$ cat src/rtl/uart_boot_loader.sv
// uart_boot_loader: receives a framed program image byte-by-byte from a UART
// receiver and writes it word-by-word into instruction memory while holding
// the CPU. Frame: SYNC, word count N (16-bit LE), 4*N data bytes (words LE),
// one XOR checksum byte over the data bytes.
//
// Ports:
//   clk        - clock, rising edge
//   rst        - asynchronous active-low reset
//   rx_data    - received byte
//   rx_valid   - one-cycle strobe qualifying rx_data
//   imem_we    - one-cycle write pulse per assembled word
//   imem_addr  - word address (holds last value between writes)
//   imem_wdata - assembled word (holds last value between writes)
//   cpu_hold   - 1 freezes the CPU; released only once the image is good
//   done       - image loaded and checksum good
//   error      - last frame aborted (bad length, checksum or timeout)
module uart_boot_loader #(
    parameter int unsigned ADDR_W  = 10,
    parameter int unsigned TIMEOUT = 100000,
    parameter logic [7:0]  SYNC    = 8'hB0
) (
    input  logic              clk,
    input  logic              rst,
    input  logic [7:0]        rx_data,
    input  logic              rx_valid,
    output logic              imem_we,
    output logic [ADDR_W-1:0] imem_addr,
    output logic [31:0]       imem_wdata,
    output logic              cpu_hold,
    output logic              done,
    output logic              error
);

    typedef enum logic [2:0] {
        StIdle,
        StLenLo,
        StLenHi,
        StData,
        StCheck,
        StDone,
        StErr
    } state_e;

    localparam logic [16:0] MaxWords = 17'(1) << ADDR_W;
    localparam logic [31:0] TmoLast  = 32'(TIMEOUT - 1);

    state_e            state_q, state_d;
    logic [15:0]       len_q, len_d;
    logic [15:0]       word_idx_q, word_idx_d;
    logic [1:0]        byte_idx_q, byte_idx_d;
    logic [31:0]       asm_q, asm_d;
    logic [7:0]        csum_q, csum_d;
    logic [31:0]       tmo_q, tmo_d;
    logic              we_q, we_d;
    logic [ADDR_W-1:0] addr_q, addr_d;
    logic [31:0]       wdata_q, wdata_d;

    logic [15:0]       n_rx;
    logic              tmo_active;

    assign n_rx       = {rx_data, len_q[7:0]};
    assign tmo_active = (state_q == StLenLo) || (state_q == StLenHi) ||
                        (state_q == StData)  || (state_q == StCheck);

    always_comb begin
        state_d    = state_q;
        len_d      = len_q;
        word_idx_d = word_idx_q;
        byte_idx_d = byte_idx_q;
        asm_d      = asm_q;
        csum_d     = csum_q;
        tmo_d      = tmo_q;
        we_d       = 1'b0;
        addr_d     = addr_q;
        wdata_d    = wdata_q;

        unique case (state_q)
            StIdle: begin
                if (rx_valid && rx_data == SYNC) begin
                    state_d = StLenLo;
                    tmo_d   = '0;
                end
            end
            StLenLo: begin
                if (rx_valid) begin
                    len_d   = {8'h00, rx_data};
                    state_d = StLenHi;
                end
            end
            StLenHi: begin
                if (rx_valid) begin
                    len_d = n_rx;
                    if (n_rx == 16'd0 || {1'b0, n_rx} > MaxWords) begin
                        state_d = StErr;
                    end else begin
                        state_d    = StData;
                        word_idx_d = '0;
                        byte_idx_d = '0;
                        csum_d     = '0;
                    end
                end
            end
            StData: begin
                if (rx_valid) begin
                    asm_d[{byte_idx_q, 3'b000} +: 8] = rx_data;
                    csum_d     = csum_q ^ rx_data;
                    byte_idx_d = byte_idx_q + 2'd1;
                    if (byte_idx_q == 2'd3) begin
                        // Write is registered so the pulse lands the cycle after the 4th byte.
                        we_d       = 1'b1;
                        addr_d     = word_idx_q[ADDR_W-1:0];
                        wdata_d    = {rx_data, asm_q[23:0]};
                        word_idx_d = word_idx_q + 16'd1;
                        if (word_idx_d == len_q) begin
                            state_d = StCheck;
                        end
                    end
                end
            end
            StCheck: begin
                if (rx_valid) begin
                    state_d = (rx_data == csum_q) ? StDone : StErr;
                end
            end
            StDone: begin
                // Terminal until reset.
            end
            StErr: begin
                if (rx_valid && rx_data == SYNC) begin
                    state_d = StLenLo;
                    tmo_d   = '0;
                end
            end
            default: state_d = StIdle;
        endcase

        // A byte in the expiry cycle wins over the timeout.
        if (tmo_active) begin
            if (rx_valid) begin
                tmo_d = '0;
            end else if (tmo_q == TmoLast) begin
                tmo_d   = '0;
                state_d = StErr;
            end else begin
                tmo_d = tmo_q + 32'd1;
            end
        end
    end

    always_ff @(posedge clk or negedge rst) begin
        if (!rst) begin
            state_q    <= StIdle;
            len_q      <= '0;
            word_idx_q <= '0;
            byte_idx_q <= '0;
            asm_q      <= '0;
            csum_q     <= '0;
            tmo_q      <= '0;
            we_q       <= 1'b0;
            addr_q     <= '0;
            wdata_q    <= '0;
        end else begin
            state_q    <= state_d;
            len_q      <= len_d;
            word_idx_q <= word_idx_d;
            byte_idx_q <= byte_idx_d;
            asm_q      <= asm_d;
            csum_q     <= csum_d;
            tmo_q      <= tmo_d;
            we_q       <= we_d;
            addr_q     <= addr_d;
            wdata_q    <= wdata_d;
        end
    end

    assign imem_we    = we_q;
    assign imem_addr  = addr_q;
    assign imem_wdata = wdata_q;
    assign cpu_hold   = (state_q != StDone);
    assign done       = (state_q == StDone);
    assign error      = (state_q == StErr);

endmodule

$ cat config.mk
export PLATFORM = sky130hd
export DESIGN_NAME = uart_boot_loader
export DESIGN_NICKNAME = d
export VERILOG_FILES = /design/src/rtl/uart_boot_loader.sv
export SDC_FILE = /design/constraint.sdc
export NUM_CORES = 1
export LEC_CHECK = 0
export ABC_AREA = 1
export CAP_MARGIN = 10
export CORE_UTILIZATION = 55
export CTS_CLUSTER_DIAMETER = 150
export DETAILED_ROUTE_END_ITERATION = 7
export PLACE_DENSITY = 0.76
export REMOVE_ABC_BUFFERS = 1
export SYNTH_ARGS = -nofsm -noshare
export SYNTH_HDL_FRONTEND = slang
export SYNTH_SLANG_ARGS = --single-unit
$ cat constraint.sdc
create_clock -name clk -period 2.1 [get_ports clk]
set_input_delay 0.42 -clock clk [delete_from_list [all_inputs] [get_ports clk]]
set_output_delay 0.42 -clock clk [all_outputs]
set_load 0.01 [all_outputs]
Yosys cells after proc, flatten, opt, wreduce, memory -nomap -nowiden
Cells that the tools add are included.
- register bits after elaboration: 152
- input bits: 11
- output and inout port bits: 46
- multiplexer cells: 38
- shift-type cells: 2
- reductions and logical operators: 19
- bitwise logic cells: 2
- $add $sub $neg: 4
- eq/ne operators: 17
- magnitude comparators: 1
- operators with widths (operator ; number):
    $mux 32 ; 5
    $mux 16 ; 6
    $pmux 16 s2 ; 2
    $mux 3 ; 11
    $add 32x1->32 const B ; 1
    $bwmux 32 ; 1
    $eq 32x17->1 const B ; 1
    $shift 8x7->32 const A ; 1
    $shiftx 8x7->32 ; 1
    $mux 8 ; 3
    $pmux 3 s6 ; 1
    $add 16x1->16 const B ; 1
    $eq 16x16->1 ; 1
    $gt 16x11->1 const B ; 1
    $logic_not 16->1 ; 1
    $pmux 8 s2 ; 1
    $eq 3x3->1 const B ; 3
    $reduce_and 3->1 ; 3
    $eq 8x8->1 ; 1
    $eq 8x8->1 const B ; 1
    $mux 2 ; 4
    $ne 2x2->1 const B ; 4
    $reduce_bool 2->1 ; 4
    $xor 8x8->8 ; 1
    other kinds (17) ; 24

Logic depth before layout (Yosys ltp)
Gate-level depths: netlist of run 1.
- depth in word-level cells: 9
- mapped depth: 15

Least setup slack after synthesis of run 1
Ideal clock, no wire load.
- path type: reg-to-reg
- start point: register word_idx_q[0]
- end point: register state_q[1]
- library setup time: 131 ps
- cell stages (with the launch flop): 13
- setup slack: 328 ps
- arrival time: 1641 ps
- cells stage by stage: dfrtp_1 > ha_1 > nand2_1 > nor2_1 > nand2_1 > xor2_1 > nand2_1 > nand2_1 > nand3_1 > nor2_1 > nand3_1 > nand2_1 > nand3_1
- longest elaborated chain between the ends: 9
- RTL lines (item ; line ; RTL):
    start: declaration ; 49 ; logic [15:0] word_idx_q, word_idx_d;
    start signal: assignment ; 165 ; word_idx_q <= word_idx_d;
    $add 16x1->16 (*) ; 113 ; word_idx_d = word_idx_q + 16'd1;
    $eq 16x16->1 (*) ; 114 ; if (word_idx_d == len_q) begin
    $mux 3 (*) ; 114 ;
    $mux 3 (*) ; 108 ; if (byte_idx_q == 2'd3) begin
    $mux 3 (*) ; 104 ; if (rx_valid) begin
    $pmux 3 s6 (*) ; 77 ; unique case (state_q)
    $mux 3 ; 141 ; end else if (tmo_q == TmoLast) begin
    $mux 3 ; 139 ; if (rx_valid) begin
    $mux 3 (*) ; 138 ; if (tmo_active) begin
    via state_d[1] ; 47 ; state_e state_q, state_d;
    end signal: assignment ; 152 ; state_q <= StIdle;
    end signal: assignment ; 163 ; state_q <= state_d;
    end: declaration ; 47 ;
Mark *: on every way through the listed nets, which the timed path passes. The rest lies on a longest branch.
A chain may end at the register's enable or synchronous reset.

Worst setup path in the final report of run 1
- start point: register state_q[0]
- end point: output port cpu_hold
- longest elaborated chain between the ends: 1
- RTL lines (item ; line ; RTL):
    $ne 3x3->1 ; 179 ; assign cpu_hold = (state_q != StDone);
    end: declaration ; 29 ; output logic cpu_hold,
Every way passes these cells.

==> key figures, run 1 <==
Status
  • Status: finished, final reports clean

Power and ir drop
  • Tot Pwr: 8.595 mW
  • Leak: 4.350 nW
  • PD cells: 920.8 nW/um^2
  • Maximum vdd ir drop: 0.7585 mV

Yosys
  • Yosys warnings: 0
  • Cell count after synthesis: 933
  • Top-area cell type share of the netlist area: 48.60%
  • Synth unique cells: 42
  • #FFs+latches synth: 144
  • Cell taking the most area after synthesis: dfrtp_1
  • Post-synth EDFFs: 0
  • Sequential cell area fraction in the yosys report: between 40% and 50%
  • Cell Area, Synth: 7415 um^2
  • Mean post-synth cell area: 7.947 um^2
  • Ys async rst share: 100.0%
  • Top FF cell, synth: dfrtp_1
  • Largest cells by area after synthesis: dfrtp_1, nand2_1, nand3_1, inv_1, o21ai_0

Clock tree
  • Clk_lat worst skew: roughly 0.42 ns
  • H-tree depth: 4
  • CTS max path bufs: 2
  • CTS tree: yes
  • Clk pin slew, worst setup/hold paths: 0.06 ns
  • CTS Buf Count: 17
  • Clock sinks: ~140
  • Root buf cell: clkbuf_16

Floorplan
  • Die H: 118.1 um
  • Top Ports: 57
  • Core footprint: 13,190 um^2
  • Chip width: approximately 120 um
  • # rows: 42
  • Die Area: 13,950 um^2
  • Starting density of the core: 56.21%

Detailed routing
  • DRT Wirelength: 17,830 um
  • # DRC: 0
  • Drt first pass iters: 7
  • Vias: 6,612
  • Initial DRC Count: 413
  • DR vias/cell: 5.311
  • Routed WL per cell: 14.32 um
  • Routed Antenna Nets: 0

Layout
  • Fin util: between 70% and 80%
  • Antenna diodes: 0
  • Fin cells: 1,245
  • Area grow syn2layout: 25.89%
  • Fin nets: between 1,000 and 1,500
  • Layout cell share with drive strength beyond 1: 15.43%
  • Final instance area: approximately 9300 um^2

Global route
  • GRT Total Usage: 26.86%
  • Initial antenna violation count: 0
  • Vias in the first global route: around 6,300
  • First-pass GRT wire length: between 20,000 and 30,000 um
  • Largest net degree at the start of global routing: 65
  • Gr ovfl total: 0

STA
  • Setup_tns: 0 ns
  • Time the worst path needs with I/O delays and setup: 1.996 ns
  • Tcrit/Tclk final: 95.07%
  • Max Fclk: 0.5009 GHz
  • Slew of the pin with the lowest slew margin: 0.6192 ns
  • Post-route setup slack: about 0.10 ns
  • Hold slack final: 0.4793 ns
  • Final Max Slew Viols: 0
  • RSZ-0062 raised after global routing: true
  • Max-slew headroom: 58.57%
  • Fin. Hold Viols: 0
  • Clock Skew: 0.007017 ns
  • Final setup fails: 0

Worst setup path
  • Crit path DAT: roughly 1.6 ns
  • Endpoint type of the worst setup path: output pin
  • Worst Path Max Fanout: 3
  • Setup crit start kind: flip-flop
  • Req. time, crit path: around 1.7 ns
  • Reg2Reg Setup Slack: 0.11 ns
  • Worst R2R Path Depth: 15
  • Crit Path Class: reg2out

Placement
  • Pre-CTS WS: -0.2126 ns
  • IO buf count: 56
  • Routability congestion estimate: 0.9162
  • Placed instance area: 8625 um^2
  • Detailed Place HPWL: 12,760 um
  • Dpl cells: 1,204

Flow run
  • Max-cap violation count: 0

Min path
  • Worst min path class: reg2reg
  • Cell depth of the worst hold path: 2
cells by family after synthesis:
group                      count (synthesis)  share of synthesized area (%)
xor gates and xnor gates                  21                          2.666
AOI/OAI and AO/OA                        148                          10.92
and+or+nand+nor                          456                          28.33
buffers and inverters                    157                          8.302
adders and majority gates                  7                          1.181
DFF                                      144                          48.60
power breakdown:
part,switching [mW],leakage [nW],internal [mW]
registers,0.273,1.92,3.08
clock network,1.24,0.283,1.67
logic,1.45,2.15,0.885
cells in the mapped netlist (2+ instances only):
master and number:
inv_1 122, nand2_2 7, nand3_2 2, xor2_1 19
a21oi_1 16, o32ai_1 4, nor3_2 3, o22ai_1 9
nand4_1 25, nor3_1 18, nor2_1 68, o21ai_0 86
dfrtp_1 144, nand3b_1 2, nor2_2 11, ha_1 7
clkbuf_1 10, o21ai_1 18, o31ai_1 6, buf_2 9
and2_1 2, nor4_1 8, nand2_4 2, nand2_1 205
inv_2 11, o21bai_1 2, nand3_1 95, buf_4 2
nor2_4 7
placed cells by master, fill, tap and decap left out, types with 17 or more instances in the layout:
| cell | n |
|---|---|
| nand3_1 | 94 |
| o21ai_0 | 85 |
| clkdlybuf4s50_1 | 53 |
| dfrtp_1 | 142 |
| clkbuf_16 | 17 |
| nor3_1 | 18 |
| inv_1 | 121 |
| nor2_1 | 62 |
| nand2_1 | 202 |
| o21ai_1 | 18 |
| buf_4 | 64 |
| nand4_1 | 25 |
| xor2_1 | 19 |
area by class of cell:
cell class                 count  area, um^2
fill                        1019        3856
tap                          176       220.2
clock inverter                15       148.9
multi-input combinational    632        3257
clock buffer                  17       425.4
sequential                   144        3606
inverter                     134       503.0
timing repair buffer         127        1174
routing by layer:
metal  GRT usage, %  up-vias  wire, um
met5              0        -         0
met4          9.375        0       316
met3          4.893       25       784
met2          43.68      169      8680
met1          36.13     3108      8044
li1               -     3310         -
timing repair:
| action | 4_1_cts | 5_1_grt |
|---|---|---|
| hold buffers | 1 | 0 |
| pin swaps | 0 | 7 |
| endpoints found under the setup margin | 10 | 19 |
| gates cloned | 0 | 0 |
| endpoints found under the hold margin | 38 | 0 |
| buffers inserted | 2 | 6 |
| gates resized for setup | 7 | 16 |
critical path, stage by stage, from the launching register on:
cell and delay, ns:
dfrtp_1 0.40, inv_1 0.10, nor2_4 0.04, nand2_2 0.08, clkdlybuf4s50_1 0.54
worst paths after layout:
path                               start             end
setup / recovery              state_q[0]        cpu_hold
hold / removal              imem_addr[1]    imem_addr[1]
setup reg to reg           word_idx_q[0]      state_q[1]
hold reg to reg             imem_addr[1]    imem_addr[1]
max in group asynchronous            rst  imem_wdata[20]
min in group asynchronous            rst   word_idx_q[5]
flip-flops by register name (all words and copies together), names as in the netlist:
signal,cells
state_q,3
imem_wdata,32
word_idx_q,16
csum_q,8
imem_addr,10
asm_q,24
tmo_q,32
imem_we,1
byte_idx_q,2
len_q,16
Note: power is estimated with default switching activity, not from simulation.
==> run 2: changes to the inputs <==
- ABC_CLOCK_PERIOD_IN_PS: default -> 2100
- CTS_CLUSTER_SIZE: default -> 40
- SKIP_LAST_GASP: default -> 1
==> results of run 2 <==
Final layout, timing and power as in run 1 (identical DEF).
Among the figures that moved: number of gates resized after CTS 7 -> 6
